==> config.mk <==
export PLATFORM = sky130hd
export DESIGN_NAME = spi_slave_param
export DESIGN_NICKNAME = d
export VERILOG_FILES = /design/src/rtl/spi_slave_param.sv
export SDC_FILE = /design/constraint.sdc
export NUM_CORES = 1
export LEC_CHECK = 0
export ABC_CLOCK_PERIOD_IN_PS = 3410
export CAP_MARGIN = 30
export CORE_UTILIZATION = 61
export CTS_BUF_LIST = sky130_fd_sc_hd__clkbuf_8
export DETAILED_ROUTE_END_ITERATION = 8
export PLACE_DENSITY = 0.87
export SYNTH_ARGS = -nofsm -noshare
export SYNTH_HDL_FRONTEND = slang
export SYNTH_SLANG_ARGS = --single-unit
==> constraint.sdc <==
create_clock -name clk -period 3.41 [get_ports clk]
set_clock_uncertainty 0.2 [all_clocks]
set_input_delay 0.5115 -clock clk [delete_from_list [all_inputs] [get_ports clk]]
set_output_delay 0.5115 -clock clk [all_outputs]
set_load 0.005 [all_outputs]
==> src/rtl/spi_slave_param.sv <==
// Parameterised SPI slave (mode set by CPOL/CPHA) with a clk-domain receive buffer.
// Define SPI_SLAVE_RX_FIFO_EN for an RX_DEPTH-entry receive FIFO; otherwise a single holding register.
module spi_slave_param #(
    parameter int               WIDTH     = 8,
    parameter bit               CPOL      = 1'b0,
    parameter bit               CPHA      = 1'b0,
    parameter bit               MSB_FIRST = 1'b1,
    parameter int               RX_DEPTH  = 4,
    parameter logic [WIDTH-1:0] TX_IDLE   = '0
) (
    input  logic             clk,
    input  logic             rst,
    input  logic             spi_clk,
    input  logic             cs_n,
    input  logic             mosi,
    output logic             miso,
    input  logic [WIDTH-1:0] tx_data,
    input  logic             tx_valid,
    output logic             tx_ready,
    output logic [WIDTH-1:0] rx_data,
    output logic             rx_valid,
    input  logic             rx_ready,
    output logic             rx_overrun,
    output logic             tx_underrun
);

    localparam int CW = $clog2(WIDTH);

    if (WIDTH < 2 || WIDTH > 32) begin : g_bad_width
        $error("spi_slave_param: WIDTH must be 2..32");
    end
    if (RX_DEPTH < 2 || RX_DEPTH > 16 || (RX_DEPTH & (RX_DEPTH - 1)) != 0) begin : g_bad_depth
        $error("spi_slave_param: RX_DEPTH must be a power of two in 2..16");
    end

    typedef enum logic [1:0] {IDLE, LOAD, SHIFT} state_t;

    state_t           state;
    logic             sclk_s1, sclk_s2, sclk_prev;
    logic             cs_s1, cs_s2, cs_prev;
    logic             mosi_s1, mosi_s2;
    logic [CW-1:0]    bit_cnt;
    logic [WIDTH-1:0] tx_shift;
    logic [WIDTH-1:0] rx_shift;
    logic [WIDTH-1:0] rx_next;
    logic [WIDTH-1:0] load_word;
    logic [WIDTH-1:0] push_word;
    logic             push_pending;
    logic             leading, trailing, sample_edge, shift_edge;
    logic             last_bit, load_now;
    logic             pop, full, push_ok;

    always_ff @(posedge clk) begin
        if (rst) begin
            sclk_s1   <= CPOL;
            sclk_s2   <= CPOL;
            sclk_prev <= CPOL;
            cs_s1     <= 1'b1;
            cs_s2     <= 1'b1;
            cs_prev   <= 1'b1;
            mosi_s1   <= 1'b0;
            mosi_s2   <= 1'b0;
        end else begin
            sclk_s1   <= spi_clk;
            sclk_s2   <= sclk_s1;
            sclk_prev <= sclk_s2;
            cs_s1     <= cs_n;
            cs_s2     <= cs_s1;
            cs_prev   <= cs_s2;
            mosi_s1   <= mosi;
            mosi_s2   <= mosi_s1;
        end
    end

    function automatic logic first_bit(input logic [WIDTH-1:0] w);
        return MSB_FIRST ? w[WIDTH-1] : w[0];
    endfunction

    function automatic logic [WIDTH-1:0] shift_out(input logic [WIDTH-1:0] w);
        return MSB_FIRST ? {w[WIDTH-2:0], 1'b0} : {1'b0, w[WIDTH-1:1]};
    endfunction

    assign leading     = (sclk_s2 != CPOL) && (sclk_prev == CPOL);
    assign trailing    = (sclk_s2 == CPOL) && (sclk_prev != CPOL);
    assign sample_edge = CPHA ? trailing : leading;
    assign shift_edge  = CPHA ? leading : trailing;
    assign last_bit    = (bit_cnt == CW'(WIDTH - 1));
    assign rx_next     = MSB_FIRST ? {rx_shift[WIDTH-2:0], mosi_s2} : {mosi_s2, rx_shift[WIDTH-1:1]};
    assign load_word   = tx_valid ? tx_data : TX_IDLE;

    // The tx word is taken either in LOAD or on the final sample edge, so back-to-back words need no gap.
    assign load_now    = !rst && !cs_s2 &&
                         ((state == LOAD) || ((state == SHIFT) && sample_edge && last_bit));
    assign tx_ready    = load_now && tx_valid;
    assign tx_underrun = load_now && !tx_valid;

    // tx_shift holds the bits not yet driven onto miso; each shift edge presents the next one.
    always_ff @(posedge clk) begin
        if (rst) begin
            state        <= IDLE;
            bit_cnt      <= '0;
            tx_shift     <= '0;
            rx_shift     <= '0;
            miso         <= 1'b0;
            push_pending <= 1'b0;
            push_word    <= '0;
        end else begin
            push_pending <= 1'b0;
            if (cs_s2) begin
                state   <= IDLE;
                bit_cnt <= '0;
                miso    <= 1'b0;
            end else begin
                case (state)
                    IDLE: begin
                        if (cs_prev) state <= LOAD;
                    end
                    LOAD: begin
                        state   <= SHIFT;
                        bit_cnt <= '0;
                        if (!CPHA) begin
                            miso     <= first_bit(load_word);
                            tx_shift <= shift_out(load_word);
                        end else begin
                            tx_shift <= load_word;
                        end
                    end
                    SHIFT: begin
                        if (sample_edge) begin
                            rx_shift <= rx_next;
                            if (last_bit) begin
                                bit_cnt      <= '0;
                                push_pending <= 1'b1;
                                push_word    <= rx_next;
                                tx_shift     <= load_word;
                            end else begin
                                bit_cnt <= bit_cnt + CW'(1);
                            end
                        end
                        if (shift_edge) begin
                            miso     <= first_bit(tx_shift);
                            tx_shift <= shift_out(tx_shift);
                        end
                    end
                    default: state <= IDLE;
                endcase
            end
        end
    end

    assign pop     = rx_valid && rx_ready;
    assign push_ok = push_pending && (!full || pop);

`ifdef SPI_SLAVE_RX_FIFO_EN
    localparam int AW = $clog2(RX_DEPTH);

    logic [WIDTH-1:0] mem [RX_DEPTH];
    logic [AW-1:0]    wr_ptr, rd_ptr;
    logic [AW:0]      count;

    assign full     = (count == (AW + 1)'(RX_DEPTH));
    assign rx_valid = (count != '0);
    assign rx_data  = mem[rd_ptr];

    // A simultaneous pop frees the slot the push needs, so a full FIFO only overruns without one.
    always_ff @(posedge clk) begin
        if (rst) begin
            wr_ptr     <= '0;
            rd_ptr     <= '0;
            count      <= '0;
            rx_overrun <= 1'b0;
            for (int i = 0; i < RX_DEPTH; i++) mem[i] <= '0;
        end else begin
            rx_overrun <= push_pending && full && !pop;
            if (push_ok) begin
                mem[wr_ptr] <= push_word;
                wr_ptr      <= wr_ptr + AW'(1);
            end
            if (pop) rd_ptr <= rd_ptr + AW'(1);
            case ({push_ok, pop})
                2'b10:   count <= count + (AW + 1)'(1);
                2'b01:   count <= count - (AW + 1)'(1);
                default: count <= count;
            endcase
        end
    end
`else
    logic [WIDTH-1:0] hold_data;
    logic             hold_valid;

    assign full     = hold_valid;
    assign rx_valid = hold_valid;
    assign rx_data  = hold_data;

    always_ff @(posedge clk) begin
        if (rst) begin
            hold_data  <= '0;
            hold_valid <= 1'b0;
            rx_overrun <= 1'b0;
        end else begin
            rx_overrun <= push_pending && full && !pop;
            if (push_ok) begin
                hold_data  <= push_word;
                hold_valid <= 1'b1;
            end else if (pop) begin
                hold_valid <= 1'b0;
            end
        end
    end
`endif

endmodule

==> results.sh <==
export IMPL_run_status="finished clean"
export IMPL_synthesis_area_um2=2140
export IMPL_vias_in_the_first_global_route=1469
export IMPL_cts_clk_slew_worst_paths_ns=0.09
export IMPL_synth_enable_flop_cells=0
export IMPL_postCtsResizedCells=0
export IMPL_placementRows=21
export IMPL_finish_utilization=0.749
export IMPL_globalplace_congestion=0.796
export IMPL_drt_first_iter_violations=130
export IMPL_post_cts_setup_buffer_count=0
export IMPL_worst_path_max_delay_cell="clkdlybuf4s50_1"
export IMPL_dp_slack_ns=0.594
export IMPL_timing_setup_critical_path_class="flip-flop to primary output"
export IMPL_power_per_cell_area_nw_per_um2=413
export IMPL_floorplan_die_area_um2=3740
export IMPL_final_period_utilization=0.863
export IMPL_timing_slew_headroom=0.451
export IMPL_rsz0062_at_grt="no"
export IMPL_timing_final_hold_violations=0
export IMPL_core_area_um2=3340
export IMPL_irDropWorstVdd_uv=346
export IMPL_ctsHoldBuffers=0
export IMPL_crit_path_end_kind="primary output"
export IMPL_cts_tree="yes"
export IMPL_cts_root_buf="clkbuf_8"
export IMPL_route_antenna_remaining_nets=0
export IMPL_timing_final_setup_violations=0
export IMPL_detailedRoute_firstPassIterationCount=4
export IMPL_grt_overflow_total=0
export IMPL_area_growth_pct=17.0
export IMPL_cts_buffers_inserted=5
export IMPL_insertion_delay_ns=0.30
export IMPL_synth_sequential_area_ratio=0.450
export IMPL_synth_cells=229
export IMPL_grt_start_max_net_pins=43
export IMPL_route_vias_total=1760
export IMPL_number_of_antenna_violations_at_the_first_check_in_global_routing=0
export IMPL_dp_wirelength_um=2760
export IMPL_post_route_worst_setup_slack_ns=0.468
export IMPL_start_util=0.640
export IMPL_avgViaCountPerCell=6.01
export IMPL_synth_nets=248
export IMPL_cap_violations=0
export IMPL_finish_net_count=265
export IMPL_count_of_pins_over_their_slew_limit=0
export IMPL_grt_use_total=0.244
export IMPL_cp_max_fo=10
export IMPL_timing_hold_worst_class="flip-flop to flip-flop"
export IMPL_synth_warnings=0
export IMPL_worstPathRequired_ns=2.70
export IMPL_most_frequent_cell_on_the_critical_path="ha_1"
export IMPL_drt_wl_cell_um=13.9
export IMPL_crit_arrival_ns=2.23
export IMPL_drc=0
export IMPL_leakage_nw=0.856
export IMPL_cts_htree_levels=2
export IMPL_timing_critical_path_from_type="flip-flop"
export IMPL_synth_distinct_cells=34
export IMPL_timing_worst_slew_pin_value_ns=0.821
export IMPL_worst_path_largest_cell_delay_ns=0.52
export IMPL_fin_tns_setup_ns=0
export IMPL_ys_async_sr_fraction=0
export IMPL_max_clock_path_buffers=2
export IMPL_final_period_minus_worst_setup_slack_ns=2.94
export IMPL_max_clock_freq_mhz=340
export IMPL_synth_avg_cell_area_um2=9.33
export IMPL_final_layout_size_suffix_gt1_frac=0.0891
export IMPL_worstPathCellList="ha_1, ha_1, nand2_1, o21ai_0, nor3b_1, clkdlybuf4s50_1"
export IMPL_synth_top_flop_cell="dfxtp_1"
export IMPL_drt_wl_total_um=4060
export IMPL_cts_sinks=48
export IMPL_die_w_um=61.2
export IMPL_io_buffers=27
export IMPL_diodes=0
export IMPL_postSynthRegisterBits=48
export IMPL_wire_length_of_the_first_global_routing_pass_um=6730
export IMPL_top_level_pins=28
export IMPL_floorplan_die_height_um=61.2
-- final timing paths --
check,from,endpoint,slack (ns),cells past startpoint
hold reg to reg,cs_s1,cs_s2,0.21,1
setup reg to reg,sclk_s2,tx_shift[7],1.11,5
setup / recovery,bit_cnt[0],tx_underrun,0.47,6
hold / removal,cs_s1,cs_s2,0.21,1
-- final cells by class --
type	instances	area, µm²
multi-input combinational	157	1060
inverter	5	18.8
sequential	48	961
fill	236	837
clock inverter	3	46.3
tap	46	57.6
clock buffer	5	68.8
timing repair buffer	29	285
-- layer usage --
layer / wire (µm) / share of wire / GRT usage / up-vias
li1: - / - / - / 873
met1: 1930 / 0.47 / 0.337 / 827
met2: 1890 / 0.46 / 0.365 / 56
met3: 203 / 0.050 / 0.0609 / 4
met4: 45 / 0.011 / 0.0974 / 0
met5: 0 / 0 / 0 / -
-- worst max-delay path, delay by kind of cell (launching register included) --
family	cells	cell delay, ns
flops	1	0.39
buf+inv	1	0.52
fa+ha+maj	2	0.39
simple gates	2	0.40
compound gates	1	0.23
-- metrics by stage --
stage | total power, W | hold slack [ns] | instance area (µm²) | std cells
3_5_place_dp | 0.000630 | 0.193 | 2380 | 285
6_report | 0.00103 | 0.214 | 2500 | 293
5_1_grt | 0.00107 | 0.243 | 2500 | 293
4_1_cts | 0.00104 | 0.213 | 2500 | 293
3_3_place_gp | 0.000630 | 0.192 | 2380 | 285
2_1_floorplan | 0.000608 | 0.189 | 2140 | 229
-- cell families after synthesis --
kind of cell             count (synthesis)  synth area share
AO/OA/AOI/OAI                           74             0.234
AND/OR/NAND/NOR                         71             0.202
flip-flops                              48             0.450
buffers and inverters                   24            0.0533
multiplexers                             8            0.0375
adder cells (fa/ha/maj)                  4            0.0234
-- registers in the layout (all words and copies together) (netlist names) --
signal and cells:
push_word 8, bit_cnt 3, miso 1, rx_shift 7
mosi_s1 1, rx_data 8, cs_s2 1, push_pending 1
state 2, tx_shift 8, rx_valid 1, cs_prev 1
sclk_prev 1, sclk_s1 1, cs_s1 1, mosi_s2 1
rx_overrun 1, sclk_s2 1
-- Yosys cell counts, types with 2 or more instances --
master	instances	area, µm²
dfxtp_1	48	961
a21oi_1	30	150
o21ai_0	20	100
nand3_1	16	80.1
clkbuf_1	13	48.8
nor2_1	10	37.5
and3b_1	9	78.8
a211oi_1	8	60.1
mux2i_1	8	80.1
nor2b_1	7	43.8
o2111ai_1	7	61.3
o41ai_2	7	114
nand2_1	6	22.5
ha_1	4	50.1
inv_1	4	15.0
buf_6	3	33.8
nor3b_1	3	22.5
and2_0	2	12.5
and2_1	2	12.5
buf_1	2	7.51
nand2b_1	2	12.5
nor3_1	2	10.0
nor4b_1	2	17.5
o21a_1	2	15.0
or2_2	2	12.5
or3b_2	2	17.5
-- power by group --
part,total (W),internal [W],switching [W]
clock network,0.000413,0.000221,0.000192
registers,0.000568,0.000564,0.00000348
logic,0.0000505,0.0000250,0.0000255
total,0.00103,0.000810,0.000221
-- cell usage in the layout, fill, tap and decap left out, types with 2 or more instances in the layout --
master,n
dfxtp_1,48
a21oi_1,30
clkdlybuf4s50_1,27
o21ai_0,20
nand3_1,16
nor2_1,10
and3b_1,9
a211oi_1,8
mux2i_1,8
nor2b_1,7
o2111ai_1,7
o41ai_2,7
nand2_1,6
clkbuf_8,5
inv_1,4
ha_1,4
nor3b_1,3
nand2b_1,2
o21a_1,2
and2_1,2
or3b_2,2
and2_0,2
nor3_1,2
nor4b_1,2
or2_2,2
buf_4,2
No activity file was read; power rests on OpenSTA's default activity.
